<file path="src/rtl/match_controller.sv">
// Pong match sequencer: scoring, serve delay between rallies, win detection and win-text hold.
// Every output is a registered copy of FSM state. They all update together on the clock edge after the input that caused the change.
module match_controller #(
  parameter int          WIN_SCORE          = 7,
  parameter int          SERVE_DELAY_FRAMES = 60,
  parameter int          WIN_HOLD_FRAMES    = 180,
  parameter logic [2:0]  PLAYER_1_COLOR     = 3'b100,
  parameter logic [2:0]  PLAYER_2_COLOR     = 3'b001
) (
  input  logic       clk,
  input  logic       rst_n,
  input  logic       frame_tick,
  input  logic       start,
  input  logic       point_p1,
  input  logic       point_p2,
  output logic [3:0] score_p1,
  output logic [3:0] score_p2,
  output logic [2:0] winner,
  output logic       game_active,
  output logic       serve_dir
);

  typedef enum logic [1:0] {IDLE, SERVE, PLAY, WIN} state_t;

  localparam logic [3:0] WIN_PTS    = 4'(WIN_SCORE);
  localparam logic [7:0] SERVE_LAST = 8'(SERVE_DELAY_FRAMES - 1);
  localparam logic [7:0] HOLD_LAST  = 8'(WIN_HOLD_FRAMES - 1);

  state_t     state;
  logic [7:0] frame_cnt;
  logic [3:0] next_p1;
  logic [3:0] next_p2;

  assign next_p1 = score_p1 + 4'd1;
  assign next_p2 = score_p2 + 4'd1;

  always_ff @(posedge clk or negedge rst_n) begin
    if (!rst_n) begin
      state       <= IDLE;
      frame_cnt   <= 8'd0;
      score_p1    <= 4'd0;
      score_p2    <= 4'd0;
      winner      <= 3'b000;
      game_active <= 1'b0;
      serve_dir   <= 1'b1;
    end else begin
      case (state)
        IDLE: begin
          if (start) begin
            score_p1  <= 4'd0;
            score_p2  <= 4'd0;
            serve_dir <= 1'b1;
            frame_cnt <= 8'd0;
            state     <= SERVE;
          end
        end
        SERVE: begin
          // Ticks only count once the FSM is already in SERVE; the entry edge cleared the counter.
          if (frame_tick) begin
            if (frame_cnt == SERVE_LAST) begin
              frame_cnt   <= 8'd0;
              game_active <= 1'b1;
              state       <= PLAY;
            end else begin
              frame_cnt <= frame_cnt + 8'd1;
            end
          end
        end
        PLAY: begin
          if (point_p1 || point_p2) begin
            game_active <= 1'b0;
            frame_cnt   <= 8'd0;
            state       <= SERVE;
            // A double point is a replayed rally: scores and serve direction are untouched.
            if (point_p1 && !point_p2) begin
              score_p1 <= next_p1;
              if (next_p1 == WIN_PTS) begin
                winner <= PLAYER_1_COLOR;
                state  <= WIN;
              end else begin
                serve_dir <= 1'b1;
              end
            end else if (point_p2 && !point_p1) begin
              score_p2 <= next_p2;
              if (next_p2 == WIN_PTS) begin
                winner <= PLAYER_2_COLOR;
                state  <= WIN;
              end else begin
                serve_dir <= 1'b0;
              end
            end
          end
        end
        WIN: begin
          if (frame_tick) begin
            if (frame_cnt == HOLD_LAST) begin
              frame_cnt <= 8'd0;
              winner    <= 3'b000;
              state     <= IDLE;
            end else begin
              frame_cnt <= frame_cnt + 8'd1;
            end
          end
        end
        default: state <= IDLE;
      endcase
    end
  end

endmodule

</file>
<file path="config.mk">
export PLATFORM = sky130hd
export DESIGN_NAME = match_controller
export DESIGN_NICKNAME = d
export VERILOG_FILES = /design/src/rtl/match_controller.sv
export SDC_FILE = /design/constraint.sdc
export NUM_CORES = 1
export LEC_CHECK = 0
export ABC_AREA = 1
export CAP_MARGIN = 20
export CELL_PAD_IN_SITES_DETAIL_PLACEMENT = 0
export CELL_PAD_IN_SITES_GLOBAL_PLACEMENT = 2
export CORE_MARGIN = 10
export CORE_UTILIZATION = 34
export CTS_CLUSTER_SIZE = 40
export DETAILED_ROUTE_END_ITERATION = 8
export PLACE_DENSITY_LB_ADDON = 0.1
export SYNTH_ARGS = -nofsm -noshare
export SYNTH_HDL_FRONTEND = slang
export SYNTH_SLANG_ARGS = --single-unit
</file>
<file path="constraint.sdc">
create_clock -name clk -period 3.21 [get_ports clk]
set_input_delay 0.8025 -clock clk [delete_from_list [all_inputs] [get_ports clk]]
set_output_delay 0.8025 -clock clk [all_outputs]
set_load 0.03 [all_outputs]
</file>
==> run metrics, run 1 <==
outcome completed; Fmax 441 MHz; WL final 3320 microns; Antenna Cells 0; Worst Path Max Fanout 2; clock insertion delay at the later pin of the skew report 0.27 ns; I/O Buffers 17; post-route ant nets 0; final hold vios 0; Setup Fix Bufs, Post-CTS 0; DRT Pass-1 Iters 4; via-per-instance ratio 4.76; Fin Setup TNS 0 ns; CTS clock-pin slew for the worst setup and hold paths 0.09 ns; DIE HEIGHT 84.5 microns; Pwr Total 1330 uW; Num CTS Buffers 3; Synthesized Nets 199; vias in the first global route 1251; Synth cell types 28; syn avg cell area 7.66 sq um; WL/cell 13.0 microns; Setup Skew 0.00733 ns; final net count 221; # setup viols final 0; Core Area 4030 sq um; # IOs 19; largest net degree at the start of global routing 23; largest family of logic cells by synthesized area simple AND/OR/NAND/NOR gates; initial antenna violation count 0; critical path data arrival time 1.47 ns; Worst setup EP type primary output; via count 1219; post_cts resized 0; CP Cell Sequence clkdlybuf4s50_1; Area Overhead vs Synth 20.3%; CTS tree done; CP Buf/Inv Count 1; total global routing overflow 0; H-Tree Depth 1; starting utilization of the core area 35.2%; die width 84.5 microns; Ys Warns 0; GR Util met1 11.4%; RSZ-0062 raised after global routing false; first-pass GRT wire length 5930 microns; data required time of the worst path 2.41 ns; post-synthesis xor/xnor area fraction 1.24%; Max IR drop VDD 0.287 mV; GR Util met2 16.9%; Top FF cell, synth dfrtp_1; commonest non-fill, non-tap cell in the layout nand2_1; Pwr Density 781 nW/um^2; Seq/Total Area, Yosys 39.0%; post-DP HPWL 2650 microns; gr busiest metal met2; met3 usage 2.22%; worst min-delay path category flip-flop to flip-flop; 1st-iter DRT viols 43; Final Cycle Share 70.7%; Gate Count Post-Synth 185; Max Cap Viol 0; CTS Sinks 22; Compound-Gate Fraction of Synth Area 10.2%; overall die area 7150 sq um; Adder-Cell Fraction of Synth Area 7.07%; share of cells above drive strength 1 12.1%; Top Family by Delay on Critical Path buffers and inverters; synthesized area 1420 sq um; EDFF count, synth 0; number of remaining DRC errors 0; CP max stage cell clkdlybuf4s50_1; row count 23; most frequent cells in the layout 46 x nand2_1, 25 x inv_1, 21 x dfrtp_1, 18 x nor2_1, 17 x clkdlybuf4s50_1; Slew Limit Fails 0; Crit Path Class flip-flop to primary output; Yosys reg bits 22; startpoint types flip-flop; max incr delay on CP 0.66 ns; Clock Root Buffer clkbuf_8; gp weighted congestion 0.841; hold_buf cts 0; ys async rst share 100%; post-synthesis mux area share 0%; final worst path period need 2.27 ns; leak pwr 0.000798 uW; overall routing resource usage 9.78%; clock buffer depth 2; Synth Area in Simple Gates 33.6%
-- metal layers --
metal  wire (microns)  share of wire, %  vias to the layer above
li1                 -                 -                      633
met1             1440                43                      562
met2             1680                51                       19
met3              135               4.1                        5
met4               56               1.7                        0
met5                0                 0                        -
-- area by class of cell --
class | instances | area, sq um
Fill cell | 438 | 2320
Tap cell | 50 | 62.6
Sequential cell | 22 | 552
Clock buffer | 4 | 55.1
Inverter | 31 | 116
Multi-Input combinational cell | 131 | 741
Timing Repair Buffer | 18 | 178
-- synthesized netlist by cell type, types with 3 or more instances --
cell / number / share of area [%]
nand2_1: 46 / 12
inv_1: 25 / 6.6
dfrtp_1: 21 / 37
nor2_1: 18 / 4.8
nand3_1: 14 / 4.9
o21ai_1: 9 / 3.2
ha_1: 8 / 7.1
a21oi_1: 6 / 2.1
o22ai_1: 5 / 2.2
inv_2: 4 / 1.1
nand3_2: 4 / 2.8
nand4_1: 3 / 1.3
nor2_2: 3 / 1.3
-- registers in the layout (all words and copies together) (netlist names) --
signal       cells
state            2
frame_cnt        8
score_p2         4
serve_dir        1
score_p1         4
winner           2
game_active      1
-- logic make-up (layout without fill, tap and decap cells) --
group / count (synthesis) / after routing
and+or+nand+nor: 95 / 95
buffers and inverters: 32 / 53
AOI/OAI and AO/OA: 25 / 25
DFF: 22 / 22
adders and majority gates: 8 / 8
xor gates and xnor gates: 2 / 2
other: 1 / 1
-- final timing paths --
path	endpoint	cells after the start	slack, ns	start
max	serve_dir	1	0.94	serve_dir$_DFFE_PN1P_
min	serve_dir$_DFFE_PN1P_	2	0.47	serve_dir$_DFFE_PN1P_
max reg2reg	state[1]$_DFFE_PN0P_	9	1.62	frame_cnt[0]$_DFFE_PN0P_
min reg2reg	serve_dir$_DFFE_PN1P_	2	0.47	serve_dir$_DFFE_PN1P_
max in group asynchronous	serve_dir$_DFFE_PN1P_	2	2.05	rst_n
min in group asynchronous	score_p2[3]$_DFFE_PN0P_	2	0.88	rst_n
-- metrics by stage --
step / cells / util [%] / worst slack (ns) / instance area, sq um / hold WS [ns]
finish: 256 / 42.3 / 0.941 / 1700 / 0.472
floorplan: 185 / - / 1.40 / 1420 / 0.472
CTS: 256 / 42.3 / 0.921 / 1700 / 0.477
global placement: 252 / 40.9 / 0.787 / 1650 / 0.460
detailed placement: 252 / 40.9 / 0.706 / 1650 / 0.462
global route: 256 / 42.3 / 0.873 / 1700 / 0.517
-- report_power, final --
part           internal, uW  switching (uW)  leakage, uW
Combinational           238             432     0.000479
Sequential              359            95.7     0.000290
Clock                   110            97.0    0.0000288
Power figures use the tool's default switching activity.
==> inputs of run 2 (changes only) <==
--- a/config.mk
+++ b/config.mk
@@ -10,7 +10,7 @@
 export CELL_PAD_IN_SITES_DETAIL_PLACEMENT = 0
 export CELL_PAD_IN_SITES_GLOBAL_PLACEMENT = 2
 export CORE_MARGIN = 10
-export CORE_UTILIZATION = 34
+export CORE_UTILIZATION = 28
 export CTS_CLUSTER_SIZE = 40
 export DETAILED_ROUTE_END_ITERATION = 8
 export PLACE_DENSITY_LB_ADDON = 0.1
==> constraint.sdc (replaced) <==
create_clock -name clk -period 1.85 [get_ports clk]
set_input_delay 0.4625 -clock clk [delete_from_list [all_inputs] [get_ports clk]]
set_output_delay 0.4625 -clock clk [all_outputs]
set_load 0.03 [all_outputs]
==> run 2 against run 1 <==
Net effect:
- final area is 10% higher
- non-clock buffer count is 12 higher
- first-iteration DRC count is 49% lower
- critical endpoint is now score_p2[3]
- combinational power is 94% higher
- register-to-register slack worse by 1.4 ns
- flip-flop and latch count stayed put
- worst setup slack worse by 0.87 ns
- via count is 1.8% higher
==> run metrics, run 2 (synthesized netlist as in run 1, its figures left out) <==
Max IR drop VDD 0.465 mV (was 0.287 mV); Num CTS Buffers 3 (unchanged); starting utilization of the core area 29.4% (was 35.2%); clock insertion delay at the later pin of the skew report 0.26 ns (was 0.27 ns); clock buffer depth 2 (unchanged); # IOs 19 (unchanged); via count 1241 (was 1219); Crit Path Class flip-flop to primary output (unchanged); vias in the first global route 1310 (was 1251); Setup crit start score_p2[3]$_DFFE_PN0P_ (was serve_dir$_DFFE_PN1P_); Clock Root Buffer clkbuf_8 (unchanged); worst min-delay path category flip-flop to flip-flop (unchanged); proportion of power drawn by flip-flops and latches 32.4% (was 34.1%); CP max stage cell clkdlybuf4s50_1 (unchanged); leak pwr 0.000923 uW (was 0.000798 uW); I/O Buffers 17 (unchanged); Fmax 561 MHz; CTS tree done (unchanged); Worst Setup EP score_p2[3] (was serve_dir); total global routing overflow 0 (unchanged); post-DP HPWL 2690 microns (was 2650 microns); Worst setup EP type primary output (unchanged); Final Instance Area 1880 sq um (was 1700 sq um); Pwr Density 1300 nW/um^2 (was 781 nW/um^2); area occupied by registers 552 sq um (unchanged); reg2reg end winner[0]$_DFFE_PN0P_ (was state[1]$_DFFE_PN0P_); final hold vios 0 (unchanged); critical path data arrival time 1.32 ns (was 1.47 ns); hold path depth 2 (unchanged); final worst path period need 1.78 ns; R2R depth 7 (was 9); final net count 233 (was 221); CTS Sinks 22 (unchanged); multi-input logic area 796 sq um (was 741 sq um); number of remaining DRC errors 0 (unchanged); Internal 1310 uW (was 707 uW); max incr delay on CP 0.68 ns (was 0.66 ns); hold_ws 0.476 ns (was 0.472 ns); CP Cell Sequence clkdlybuf4s50_1 (unchanged); startpoint types flip-flop (unchanged); row count 25 (was 23); dpl ws -0.305 ns (was 0.706 ns); switching power total 1150 uW (was 625 uW); data required time of the worst path 1.39 ns (was 2.41 ns); overall die area 8300 sq um (was 7150 sq um); CTS clock-pin slew for the worst setup and hold paths 0.08 ns (was 0.09 ns); post-route ant nets 0 (unchanged); 1st-iter DRT viols 22 (was 43); # setup viols final 0 (unchanged); Biggest register frame_cnt (unchanged); gp weighted congestion 0.774 (was 0.841); Antenna Cells 0 (unchanged); r2r startpoint state[1]$_DFFE_PN0P_ (was frame_cnt[0]$_DFFE_PN0P_); Slew Limit Fails 0 (unchanged); H-Tree Depth 1 (unchanged); outcome completed (unchanged); Top Family by Delay on Critical Path buffers and inverters (unchanged); share of cells above drive strength 1 21.1% (was 12.1%); hold_buf cts 0 (unchanged); Largest regs frame_cnt (8), score_p1 (4), score_p2 (4) (unchanged); DRT Pass-1 Iters 4 (unchanged); Worst Path Max Fanout 3 (was 2); placed cell area 1730 sq um (was 1650 sq um); Area Overhead vs Synth 33.0% (was 20.3%); most frequent cells in the layout 44 x nand2_1, 24 x inv_1, 21 x dfrtp_1, 17 x nor2_1, 12 x buf_4 (was 46 x nand2_1, 25 x inv_1, 21 x dfrtp_1, 18 x nor2_1, 17 x clkdlybuf4s50_1); Setup Skew 0.00304 ns (was 0.00733 ns); overall routing resource usage 8.44% (was 9.78%); Clk network pwr share 14.5% (was 15.5%); RSZ-0062 raised after global routing false (unchanged); Largest register FFs 8 (unchanged); Final Cycle Share 96.4%; die width 91.1 microns (was 84.5 microns); commonest non-fill, non-tap cell in the layout nand2_1 (unchanged); initial antenna violation count 0 (unchanged); R2R Setup Slk 0.24 ns (was 1.62 ns); CP Buf/Inv Count 1 (unchanged); Max Cap Viol 0 (unchanged); WL/cell 12.3 microns (was 13.0 microns); FILL cells 519 (was 438); DIE HEIGHT 91.1 microns (was 84.5 microns); switching share of total power 46.7% (was 46.9%); CP Depth 1 (unchanged); setup ws final 0.0659 ns (was 0.941 ns); Gate power share 53.1% (was 50.4%); Core Area 4820 sq um (was 4030 sq um); first-pass GRT wire length 5960 microns (was 5930 microns); via-per-instance ratio 4.35 (was 4.76); largest net degree at the start of global routing 23 (unchanged); WL final 3520 microns (was 3320 microns)
run 2: cell types whose count changed in the layout (fill, tap and decap cells not counted), moves of 3 or more:
cell	previous run	this run
dlygate4sd2_1	0	6
buf_4	1	12
dlymetal6s2s_1	0	3
clkdlybuf4s50_1	17	8
nand3_1	14	11
run 2: metal layers:
layer / GRT usage [%] / vias up / share of wire, %
met5: 0 / - / 0
met4: 3.00 / 0 / 1.1
met3: 2.22 / 4 / 4.3
met2: 14.4 / 17 / 50
met1: 9.95 / 562 / 45
li1: - / 658 / -
run 2: final cells by class:
cell class,instances,share of cell area [%]
inverter,31,6.18
sequential,22,29.3
timing repair buffer,30,14.9
clock buffer,4,2.92
tap,67,4.45
multi-input combinational,131,42.3
run 2: through the flow:
step,util [%],setup TNS [ns],power (uW),instances
floorplan,-,0,1600,185
global placement,35.9,-3.46,2010,277
detailed placement,35.9,-3.95,2000,277
CTS,37.0,0,2340,281
global route,39.1,0,2680,285
finish,39.1,0,2460,285
run 2: how the worst min path moves through the flow:
stage,from,end,slack (ns)
after detailed placement,winner[0]$_DFFE_PN0P_,winner[0]$_DFFE_PN0P_,0.47
after global routing,winner[2]$_DFFE_PN0P_,winner[2]$_DFFE_PN0P_,0.51
after CTS,serve_dir$_DFFE_PN1P_,serve_dir$_DFFE_PN1P_,0.48
after global placement,serve_dir$_DFFE_PN1P_,serve_dir$_DFFE_PN1P_,0.46
after floorplan,rst_n,frame_cnt[0]$_DFFE_PN0P_,0.17
final,serve_dir$_DFFE_PN1P_,serve_dir$_DFFE_PN1P_,0.48
run 2: timing repair:
item	4_1_cts	5_1_grt
endpoints found under the setup margin	10	14
cloned	0	0
pin swaps	1	2
setup buffers	0	4
gates resized for setup	7	17
run 2: power groups by stage:
stage | Sequential, uW | Combinational [uW] | Clock [uW]
after floorplan | 922 | 681 | 0
after global placement | 797 | 1210 | 0
after detailed placement | 801 | 1200 | 0
after CTS | 790 | 1180 | 373
after global routing | 824 | 1470 | 387
final | 797 | 1300 | 357
